===== config.mk =====
export PLATFORM = sky130hd
export DESIGN_NAME = mem_wb_stage
export DESIGN_NICKNAME = d
export VERILOG_FILES = /design/src/rtl/mem_wb_stage_pkg.sv /design/src/rtl/mem_wb_reg.sv /design/src/rtl/mem_wb_stage.sv
export SDC_FILE = /design/constraint.sdc
export NUM_CORES = 1
export LEC_CHECK = 0
export BUFFER_PORTS_ARGS = -buffer_cell sky130_fd_sc_hd__buf_2
export CAP_MARGIN = 20
export CORE_AREA = 2 2 116 118
export CTS_CLUSTER_SIZE = 20
export DETAILED_ROUTE_END_ITERATION = 10
export DIE_AREA = 0 0 118 120
export GPL_TIMING_DRIVEN = 0
export MAX_ROUTING_LAYER = met4
export PLACE_DENSITY_LB_ADDON = 0.15
export SLEW_MARGIN = 20
export SYNTH_ARGS = -nofsm -noshare
export SYNTH_HDL_FRONTEND = slang
export SYNTH_SLANG_ARGS = --single-unit

===== constraint.sdc =====
create_clock -name clk -period 6.84 [get_ports clk]
set_input_delay 1.026 -clock clk [delete_from_list [all_inputs] [get_ports clk]]
set_output_delay 1.026 -clock clk [all_outputs]
set_load 0.01 [all_outputs]

===== src/rtl/mem_wb_stage_pkg.sv =====
// Shared definitions for the MEM stage: FSM encoding, control-bit positions
// and the default memory-access timeout.
package mem_wb_stage_pkg;

    typedef enum logic {
        IDLE   = 1'b0,
        ACCESS = 1'b1
    } state_t;

    localparam int M_READ_BIT      = 1;
    localparam int M_WRITE_BIT     = 0;
    localparam int WB_REGWRITE_BIT = 1;
    localparam int WB_MEMTOREG_BIT = 0;

    localparam int TIMEOUT_DEFAULT = 15;
    localparam int CNT_W           = 4;

endpackage


===== src/rtl/mem_wb_reg.sv =====
// MEM/WB pipeline register bank; a bubble clears the write-back controls so
// the WB stage performs no register write.
module mem_wb_reg (
    input  logic        clk,
    input  logic        rst,
    input  logic        load,
    input  logic        bubble,
    input  logic [31:0] read_data,
    input  logic [31:0] alu_result,
    input  logic [4:0]  addr,
    input  logic [1:0]  wb,
    output logic [31:0] mem_wb_read_data,
    output logic [31:0] mem_wb_alu_result,
    output logic [4:0]  mem_wb_addr,
    output logic [1:0]  mem_wb_wb
);

    // NOTE: sequential state uses non-blocking assignments so every register
    // samples pre-edge values; the async reset sits in the sensitivity list.
    always_ff @(posedge clk or posedge rst) begin
        if (rst) begin
            mem_wb_read_data  <= '0;
            mem_wb_alu_result <= '0;
            mem_wb_addr       <= '0;
            mem_wb_wb         <= '0;
        end else if (bubble) begin
            mem_wb_wb <= '0;
        end else if (load) begin
            mem_wb_read_data  <= read_data;
            mem_wb_alu_result <= alu_result;
            mem_wb_addr       <= addr;
            mem_wb_wb         <= wb;
        end
    end

endmodule


===== src/rtl/mem_wb_stage.sv =====
// MEM pipeline stage: issues single data-memory accesses with a bounded wait,
// stalls upstream while waiting and feeds the MEM/WB register bank.
module mem_wb_stage
    import mem_wb_stage_pkg::*;
#(
    parameter int TIMEOUT = TIMEOUT_DEFAULT
) (
    input  logic        clk,
    input  logic        rst,
    input  logic [31:0] ex_mem_alu_result,
    input  logic [31:0] ex_mem_rtdata,
    input  logic [4:0]  ex_mem_addr,
    input  logic [1:0]  ex_mem_m,
    input  logic [1:0]  ex_mem_wb,
    output logic        dmem_req,
    output logic        dmem_we,
    output logic [31:0] dmem_addr,
    output logic [31:0] dmem_wdata,
    input  logic        dmem_ack,
    input  logic [31:0] dmem_rdata,
    output logic        mem_stall,
    output logic        mem_error,
    output logic [31:0] mem_wb_read_data,
    output logic [31:0] mem_wb_alu_result,
    output logic [4:0]  mem_wb_addr,
    output logic [1:0]  mem_wb_wb
);

    state_t           state;
    logic [CNT_W-1:0] access_cnt;
    logic [4:0]       addr_q;
    logic [1:0]       wb_q;

    logic is_read, is_write, mem_op, illegal_op, ack_hit, timeout_hit;
    logic load, bubble;
    logic [31:0] next_read_data, next_alu_result;
    logic [4:0]  next_addr;
    logic [1:0]  next_wb;

    assign is_read     = ex_mem_m[M_READ_BIT];
    assign is_write    = ex_mem_m[M_WRITE_BIT];
    assign mem_op      = is_read ^ is_write;
    assign illegal_op  = is_read & is_write;
    assign ack_hit     = (state == ACCESS) && dmem_ack;
    // Fires in the TIMEOUT-th ACCESS cycle; an ack in that same cycle wins.
    assign timeout_hit = (state == ACCESS) && !dmem_ack &&
                         (access_cnt == CNT_W'(TIMEOUT - 1));

    // NOTE: every always_comb output gets a default first so no path can
    // leave it unassigned and infer a latch.
    always_comb begin
        mem_stall       = 1'b0;
        load            = 1'b0;
        next_read_data  = '0;
        next_alu_result = ex_mem_alu_result;
        next_addr       = ex_mem_addr;
        next_wb         = ex_mem_wb;
        if (state == IDLE) begin
            mem_stall = mem_op;
            load      = !mem_op && !illegal_op;
        end else begin
            mem_stall       = !dmem_ack && !timeout_hit;
            load            = dmem_ack;
            next_read_data  = dmem_we ? 32'd0 : dmem_rdata;
            next_alu_result = dmem_addr;
            next_addr       = addr_q;
            next_wb         = wb_q;
        end
    end

    assign bubble = !load;

    always_ff @(posedge clk or posedge rst) begin
        if (rst) begin
            state      <= IDLE;
            access_cnt <= '0;
            dmem_req   <= 1'b0;
            dmem_we    <= 1'b0;
            dmem_addr  <= '0;
            dmem_wdata <= '0;
            addr_q     <= '0;
            wb_q       <= '0;
            mem_error  <= 1'b0;
        end else begin
            case (state)
                IDLE: begin
                    if (mem_op) begin
                        state      <= ACCESS;
                        access_cnt <= '0;
                        dmem_req   <= 1'b1;
                        dmem_we    <= is_write;
                        dmem_addr  <= ex_mem_alu_result;
                        dmem_wdata <= ex_mem_rtdata;
                        addr_q     <= ex_mem_addr;
                        wb_q       <= ex_mem_wb;
                    end else if (illegal_op) begin
                        mem_error <= 1'b1;
                    end
                end
                ACCESS: begin
                    if (ack_hit || timeout_hit) begin
                        state    <= IDLE;
                        dmem_req <= 1'b0;
                        dmem_we  <= 1'b0;
                        if (timeout_hit) mem_error <= 1'b1;
                    end else begin
                        access_cnt <= access_cnt + 1'b1;
                    end
                end
                default: state <= IDLE;
            endcase
        end
    end

    mem_wb_reg u_mem_wb_reg (
        .clk               (clk),
        .rst               (rst),
        .load              (load),
        .bubble            (bubble),
        .read_data         (next_read_data),
        .alu_result        (next_alu_result),
        .addr              (next_addr),
        .wb                (next_wb),
        .mem_wb_read_data  (mem_wb_read_data),
        .mem_wb_alu_result (mem_wb_alu_result),
        .mem_wb_addr       (mem_wb_addr),
        .mem_wb_wb         (mem_wb_wb)
    );

endmodule


# After elaboration in Yosys (flattened, before gate mapping)
# Index checks and enable logic that the tools add are counted.
# totals
regBits	150
output_inout_bits	139
# op_classes
addsub	1
n_reduce_logical	14
n_eq_ne	7
mux	24
bitwise	3
# ops
cell	n
$mux 32	3
$mux 1	11
$mux 4	2
$ne 2x2->1 const B	4
$pmux 1 s2	4
$pmux 4 s2	1
$reduce_and 2->1	3
$logic_and 1x1->1	5
$mux 5	1
$add 4x1->4 const B	1
$eq 4x4->1 const B	1
$logic_not 1->1	4
$mux 2	2
$ne 2x1->1 const B	2
$reduce_and 4->1	1
$and 1x1->1	1
$logic_or 1x1->1	1
$not 1->1	1
$xor 1x1->1	1

# Logic depth before layout (Yosys ltp)
# Gate-level depths: netlist (run 1).
# logic_depth
ltp_word	6
ltp_mapped	7
depth_no_buf	5

# By module
# From an unflattened synthesis (run 1), not the netlist that was laid out.
# unflattened
cells_unflattened	579
area_unflattened_um2	6546.3
# by_module_without_submodules
mod	area_per_inst_um2	n_inst	cells_per_inst
mem_wb_stage	3829.9	1	425
mem_wb_reg	2716.4	1	154

# Least setup slack after synthesis (run 1)
# OpenSTA, ideal clock, no wires.
# synth_path
path_type	input-to-output
from	in ex_mem_m[0]
to	out mem_stall
arrival_ns	1.893
slack_ns	3.921
stages	6
path_buffers	2
path_cell_list	inv_1 -> ha_1 -> nand2b_1 -> buf_4 -> buf_6 -> nand2_1
# synth_via
elab_chain_len	2
# synth_rtl
item	line	text
from (decl)	mem_wb_stage.sv:13	input logic [1:0] ex_mem_m,
$xor 1x1->1	mem_wb_stage.sv:42	assign mem_op = is_read ^ is_write;
$mux 1	mem_wb_stage.sv:58	if (state == IDLE) begin
to (decl)	mem_wb_stage.sv:21	output logic mem_stall,
# Every way passes these cells.

# Worst setup path in the final report (run 1)
# Ends and elaborated chain as after synthesis.

==> results of run 1 <==
[final timing paths]
kind	cells past startpoint	to	slack (ps)
worst max register to register	4	u_mem_wb_reg.mem_wb_alu_result[1]	5260
worst min-delay path	2	dmem_wdata[19]	470
worst min register to register	2	dmem_wdata[19]	470
worst max-delay path	8	mem_stall	3550
min in group asynchronous	2	u_mem_wb_reg.mem_wb_read_data[10]	600
max in group asynchronous	3	dmem_addr[16]	5450
[cell families after synthesis]
logic type,Yosys count,synth area share (%)
compound gates,77,8.64
fa+ha+maj,4,0.825
buf+inv,41,4.33
flops,150,61.9
mux,43,7.30
simple gates,269,17.0
[Yosys cell counts]
master,number,area (um^2)
dfrtp_1,150,3750
nand2b_1,1,6.26
o21bai_1,1,7.51
and2b_1,1,7.51
mux2i_1,42,420
and3b_1,1,8.76
a311oi_2,1,15.0
buf_4,11,82.6
a21oi_1,3,15.0
a21boi_0,1,7.51
inv_1,4,15.0
and2_1,1,6.26
nand3_1,3,15.0
o21ai_0,36,180
nand4_1,1,6.26
clkbuf_1,7,26.3
o2bb2ai_1,1,8.76
o21ai_1,2,10.0
buf_2,12,60.1
mux2i_4,1,22.5
nor2b_1,1,6.26
nor2_1,4,15.0
ha_1,4,50.1
buf_6,7,78.8
nand2_1,256,961
a22o_1,32,280
[flip-flops by register name (all words and copies together), names as in the netlist, 2 cells and up]
| signal | count |
|---|---|
| dmem_wdata | 32 |
| u_mem_wb_reg.mem_wb_addr | 5 |
| wb_q | 2 |
| access_cnt | 4 |
| u_mem_wb_reg.mem_wb_wb | 2 |
| addr_q | 5 |
| u_mem_wb_reg.mem_wb_alu_result | 32 |
| dmem_addr | 32 |
| u_mem_wb_reg.mem_wb_read_data | 32 |
[cell type report]
| cell class | instances | area share (%) |
|---|---|---|
| clock inverter | 10 | 1.57 |
| multi-input combinational | 393 | 25.2 |
| timing repair buffer | 247 | 15.5 |
| inverter | 4 | 0.277 |
| tap | 176 | 2.70 |
| sequential | 150 | 46.1 |
| buffer | 37 | 3.04 |
| clock buffer | 22 | 5.70 |
[critical path: stages]
cell,delay (ps)
buf_2,110
inv_1,50
ha_1,350
nand2b_1,150
buf_4,220
buf_6,160
nand2_1,50
buf_2,140
[where the power goes]
| group | internal (mW) | switching, mW | leakage [nW] | total, mW |
|---|---|---|---|---|
| combinational | 0.426 | 0.568 | 2.42 | 0.994 |
| sequential | 1.18 | 0.169 | 1.88 | 1.35 |
| clock | 0.589 | 0.340 | 0.293 | 0.928 |
| total | 2.19 | 1.08 | 4.59 | 3.27 |
[routing by layer]
layer / vias to the layer above / global-route usage (%) / wire, um
met5: - / - / 0
met4: 0 / 8.73 / 270
met3: 23 / 4.80 / 824
met2: 167 / 36.7 / 7660
met1: 2416 / 29.4 / 6660
li1: 2443 / - / -
[stage by stage]
step                area [um^2]  power, mW  hold slack [ps]  utilization (%)  cells
detailed placement         7550       2.37              458             58.2   1007
global placement           7520       2.33              452             57.9   1006
floorplan                  6070       1.90              444                -    584
global route               8140       3.47              493             62.7   1039
finish                     8140       3.27              469             62.7   1039
CTS                        8140       3.30              473             62.7   1039
==> impl_metrics.ini, run 1 <==
[run_status]
status = complete, no violations

[floorplan]
die_h_um = 120
row_count = 42
chipWidth_um = 118
die_area_um2 = 14200
ios = 247
coreArea_um2 = 13000
initial_utilization_pct = 46.7

[pwr]
p_leak_nw = 4.59
power_density_nw_per_um2 = 401
ir_worst_vdd_mv = 0.186

[cts]
cts_root_buf = clkbuf_16
numCtsBuffers = 17
path_clk_slew_ps = 60
max-clock-path-buffers = 2
postCtsSetupRepairBufs = 0
cts_tree = yes
clk-insertion-delay-late_ps = 410
cts_resized = 0
clock_sinks = 150
cts_hold_buf = 0
cts.htree.levels = 4

[grt]
antenna_found_initial = 0
grt_pass1_wl_um = 25000
globalRoute.totalOverflow = 0
grt_util_all_layers_pct = 23.1
grt_pass1_vias = 4959
grt_max_degree = 104

[finish]
final_cell_mix = buf_2 (258), nand2_1 (256), dfrtp_1 (150)
final_common_cell = buf_2
n_fill_cell = 1154
multi_input_area_um2 = 2050
area_growth_pct = 34.3
design.final.nets = 962
antenna_cells = 0
drive_above_1_share_pct = 35.8
seq_area_um2 = 3750

[route]
dr.pass1.iters = 4
via_per_inst = 4.86
ant_nets = 0
routed_wl_um = 15400
vias = 5049
wire_per_inst_um = 14.8
drt_iter0_drc = 354
drc = 0

[yosys]
synth_cell_types = 26
syn-cell-area_um2 = 6070
syn_inst = 584
synth_seq_area_share_pct = 61.9
yosysWarnings = 0
synth-seq-cells = 150
syn_area_per_cell_um2 = 10.4
synth.net_count = 696

[critical_path]
setup.worst_path.start = ex_mem_m[0]
critPathKind = input port to output port
cp.required_ps = 5810
arrival_ps = 2260
cp-start-kind = input port
cp_max_fo = 10
endpoint_kind = output port
r2r-start = state

[timing]
tns_ps = 0
final_hold_viol_count = 0
fin_ws_ps = 3550
setup_viol_count_final = 0
final.period_utilization_pct = 48.1
final_max_slew_viol_count = 0
skew_ps = 4.67
min_period_ps = 3290
slew_headroom_pct = 65.3
fmax_mhz = 304
tightest_slew_ps = 521
rsz0062_at_grt = no

[worst_hold_path]
min_from = dmem_wdata[19]
min_path_type = register to register

[run]
maxCapViolations = 0

[place]
gp_congestion = 0.792
pre_cts_ws_ps = 3530
portBuffers = 246
dp.final_hpwl_um = 11300
Power figures use the tool's default switching activity.
==> inputs of run 2 (changes only) <==
--- a/config.mk
+++ b/config.mk
@@ -5,12 +5,13 @@
 export SDC_FILE = /design/constraint.sdc
 export NUM_CORES = 1
 export LEC_CHECK = 0
+export ABC_AREA = 1
 export BUFFER_PORTS_ARGS = -buffer_cell sky130_fd_sc_hd__buf_2
 export CAP_MARGIN = 20
-export CORE_AREA = 2 2 116 118
+export CORE_AREA = 2 2 122 124
 export CTS_CLUSTER_SIZE = 20
 export DETAILED_ROUTE_END_ITERATION = 10
-export DIE_AREA = 0 0 118 120
+export DIE_AREA = 0 0 124 126
 export GPL_TIMING_DRIVEN = 0
 export MAX_ROUTING_LAYER = met4
 export PLACE_DENSITY_LB_ADDON = 0.15
==> constraint.sdc (replaced) <==
create_clock -name clk -period 2.8 [get_ports clk]
set_input_delay 0.42 -clock clk [delete_from_list [all_inputs] [get_ports clk]]
set_output_delay 0.42 -clock clk [all_outputs]
set_load 0.01 [all_outputs]
==> impl_metrics.ini, run 2 <==
[run_status]
status = complete, no violations

[route]
ant_nets = 0
dr.pass1.iters = 6
via_per_inst = 4.70
wire_per_inst_um = 14.4
drc = 0
drt_iter0_drc = 304
vias = 5510
routed_wl_um = 16900

[critical_path]
cp.required_ps = 2380
cp-start-kind = register
arrival_ps = 1710
cp_max_fo = 10
endpoint_kind = output port
crit_path_cell_trace = buf_6 -> inv_4 -> nand2_2 -> clkbuf_1 -> nand2_1 -> buf_2
slowest_delay_ps = 380
critPathKind = register to output port
slowest_stage = clkbuf_1

[yosys]
synth_top_area_share_pct = 61.0
synth_most_common_cell = nand2_1
synth.net_count = 817
synth-simple-area-share_pct = 24.8
synth_top_family_by_area = simple AND/OR/NAND/NOR gates
synth_top_cell_by_area = dfrtp_1
synth_cell_types = 22
yosys-mux-area-fraction_pct = 0
syn_inst = 705
yosysWarnings = 0
synth_area_leaders = dfrtp_1 (61%), nand2_1 (18%), a31oi_1 (3.8%)
synth_fa_ha_area_share_pct = 0.814
synth_common_cells = nand2_1 (302), dfrtp_1 (150), inv_1 (43), nor2_1 (42), a31oi_1 (37)
synth_compound_area_share_pct = 7.04
syn_area_per_cell_um2 = 8.73
synth_xor_area_share_pct = 0.142
syn-cell-area_um2 = 6150
ys.flop_type = dfrtp_1
async_reset_ff_share_pct = 100
synth-edff-count = 0
synth_seq_area_share_pct = 61.0
synth-seq-cells = 150

[worst_hold_path]
min_path_type = input port to async pin

[finish]
final_common_cell = nand2_1
final_cell_mix = nand2_1 (302), buf_2 (267), dfrtp_1 (150)
design.final.nets = 1087
drive_above_1_share_pct = 32.0
area_growth_pct = 35.5
n_fill_cell = 1389
finalNonFillerCells = 1173

[place]
dp.final_hpwl_um = 12200
portBuffers = 246
placed_cells = 1140
gp_congestion = 0.833

[cts]
clk-insertion-delay-late_ps = 420
numCtsBuffers = 17
cts.htree.levels = 4
path_clk_slew_ps = 60
cts_hold_buf = 0
cts_tree = yes
postCtsSetupRepairBufs = 0
clock_sinks = 150
cts_resized = 0
cts_root_buf = clkbuf_16
max-clock-path-buffers = 2

[floorplan]
row_count = 44
die_h_um = 126
initial_utilization_pct = 43.0
ios = 247
die_area_um2 = 15600
chipWidth_um = 124
coreArea_um2 = 14300

[pwr]
power_density_nw_per_um2 = 992
p_leak_nw = 4.66
ir_worst_vdd_mv = 0.470

[timing]
final.period_utilization_pct = 76.2
tns_ps = 0
rsz0062_at_grt = no
fmax_mhz = 469
min_period_ps = 2130
slew_headroom_pct = 62.7
final_hold_viol_count = 0
setup_viol_count_final = 0
final_max_slew_viol_count = 0
skew_ps = 6.70
whs_ps = 57.0
tightest_slew_ps = 558

[grt]
grt_pass1_vias = 5335
grt_max_degree = 30
globalRoute.totalOverflow = 0
antenna_found_initial = 1
grt_util_all_layers_pct = 23.3
grt_pass1_wl_um = 27200

[run]
maxCapViolations = 0
## run 2: cell types whose count changed after synthesis, moves of 28 or more
| cell | previous run | this run |
|---|---|---|
| a31oi_1 | 0 | 37 |
| inv_1 | 4 | 43 |
| nand3_1 | 3 | 36 |
| nor2_1 | 4 | 42 |
| nand2_1 | 256 | 302 |
| a22o_1 | 32 | 0 |
| o21ai_1 | 2 | 30 |
| mux2i_1 | 42 | 0 |
## run 2: final cells by class
cell class | count | area (um^2) | share of cell area, %
multi-input combinational | 469 | 2020 | 24.2
tap | 184 | 230 | 2.76
antenna | 1 | 2.50 | 0.0300
inverter | 45 | 175 | 2.10
buffer | 41 | 210 | 2.52
timing repair buffer | 251 | 1340 | 16.1
clock inverter | 12 | 151 | 1.82
sequential | 150 | 3750 | 45.0
clock buffer | 20 | 457 | 5.48
## run 2: kinds of logic (layout without fill, tap and decap cells)
group / count (synthesis) / count (layout)
xor gates and xnor gates: 1 / 1
buffers and inverters: 86 / 369
DFF: 150 / 150
other: 0 / 1
adders and majority gates: 4 / 4
AOI/OAI and AO/OA: 77 / 77
and+or+nand+nor: 387 / 387
## run 2: metal layers
metal | global-route usage (%) | wire [um] | vias up
li1 | - | - | 2764
met1 | 30.7 | 7610 | 2526
met2 | 34.2 | 7740 | 198
met3 | 6.88 | 1270 | 22
met4 | 8.79 | 303 | 0
met5 | - | 0 | -
## run 2: where the power goes
part | internal (mW) | switching, mW
sequential | 2.91 | 0.431
clock | 1.45 | 0.900
combinational | 1.03 | 1.54
total | 5.39 | 2.87
## run 2: path summary, 6_finish.rpt
| path | start | depth (start not counted) | endpoint | slack, ps |
|---|---|---|---|---|
| worst max register to register | state | 7 | u_mem_wb_reg.mem_wb_alu_result[27] | 1310 |
| min in group clk | ex_mem_rtdata[15] | 3 | dmem_wdata[15] | 190 |
| worst max-delay path | state | 6 | mem_stall | 670 |
| max in group asynchronous | rst | 5 | dmem_wdata[4] | 1820 |
| worst min register to register | mem_error | 2 | mem_error | 460 |
| worst min-delay path | rst | 2 | u_mem_wb_reg.mem_wb_alu_result[2] | 60 |
## run 2: worst max-delay path, delay by kind of cell (launching register included)
kind | cells | cell delay (ps)
buf+inv | 4 | 750
flops | 1 | 330
simple gates | 2 | 220
## run 2: through the flow
stage / setup WS, ps / util, % / power [mW] / instance area [um^2]
final: 666 / 58.2 / 8.27 / 8340
after global routing: 535 / 58.2 / 8.86 / 8340
after CTS: 610 / 58.2 / 8.36 / 8330
after detailed placement: 725 / 54.0 / 5.98 / 7720
after global placement: -546 / 53.2 / 5.92 / 7620
after floorplan: 491 / - / 4.77 / 6160
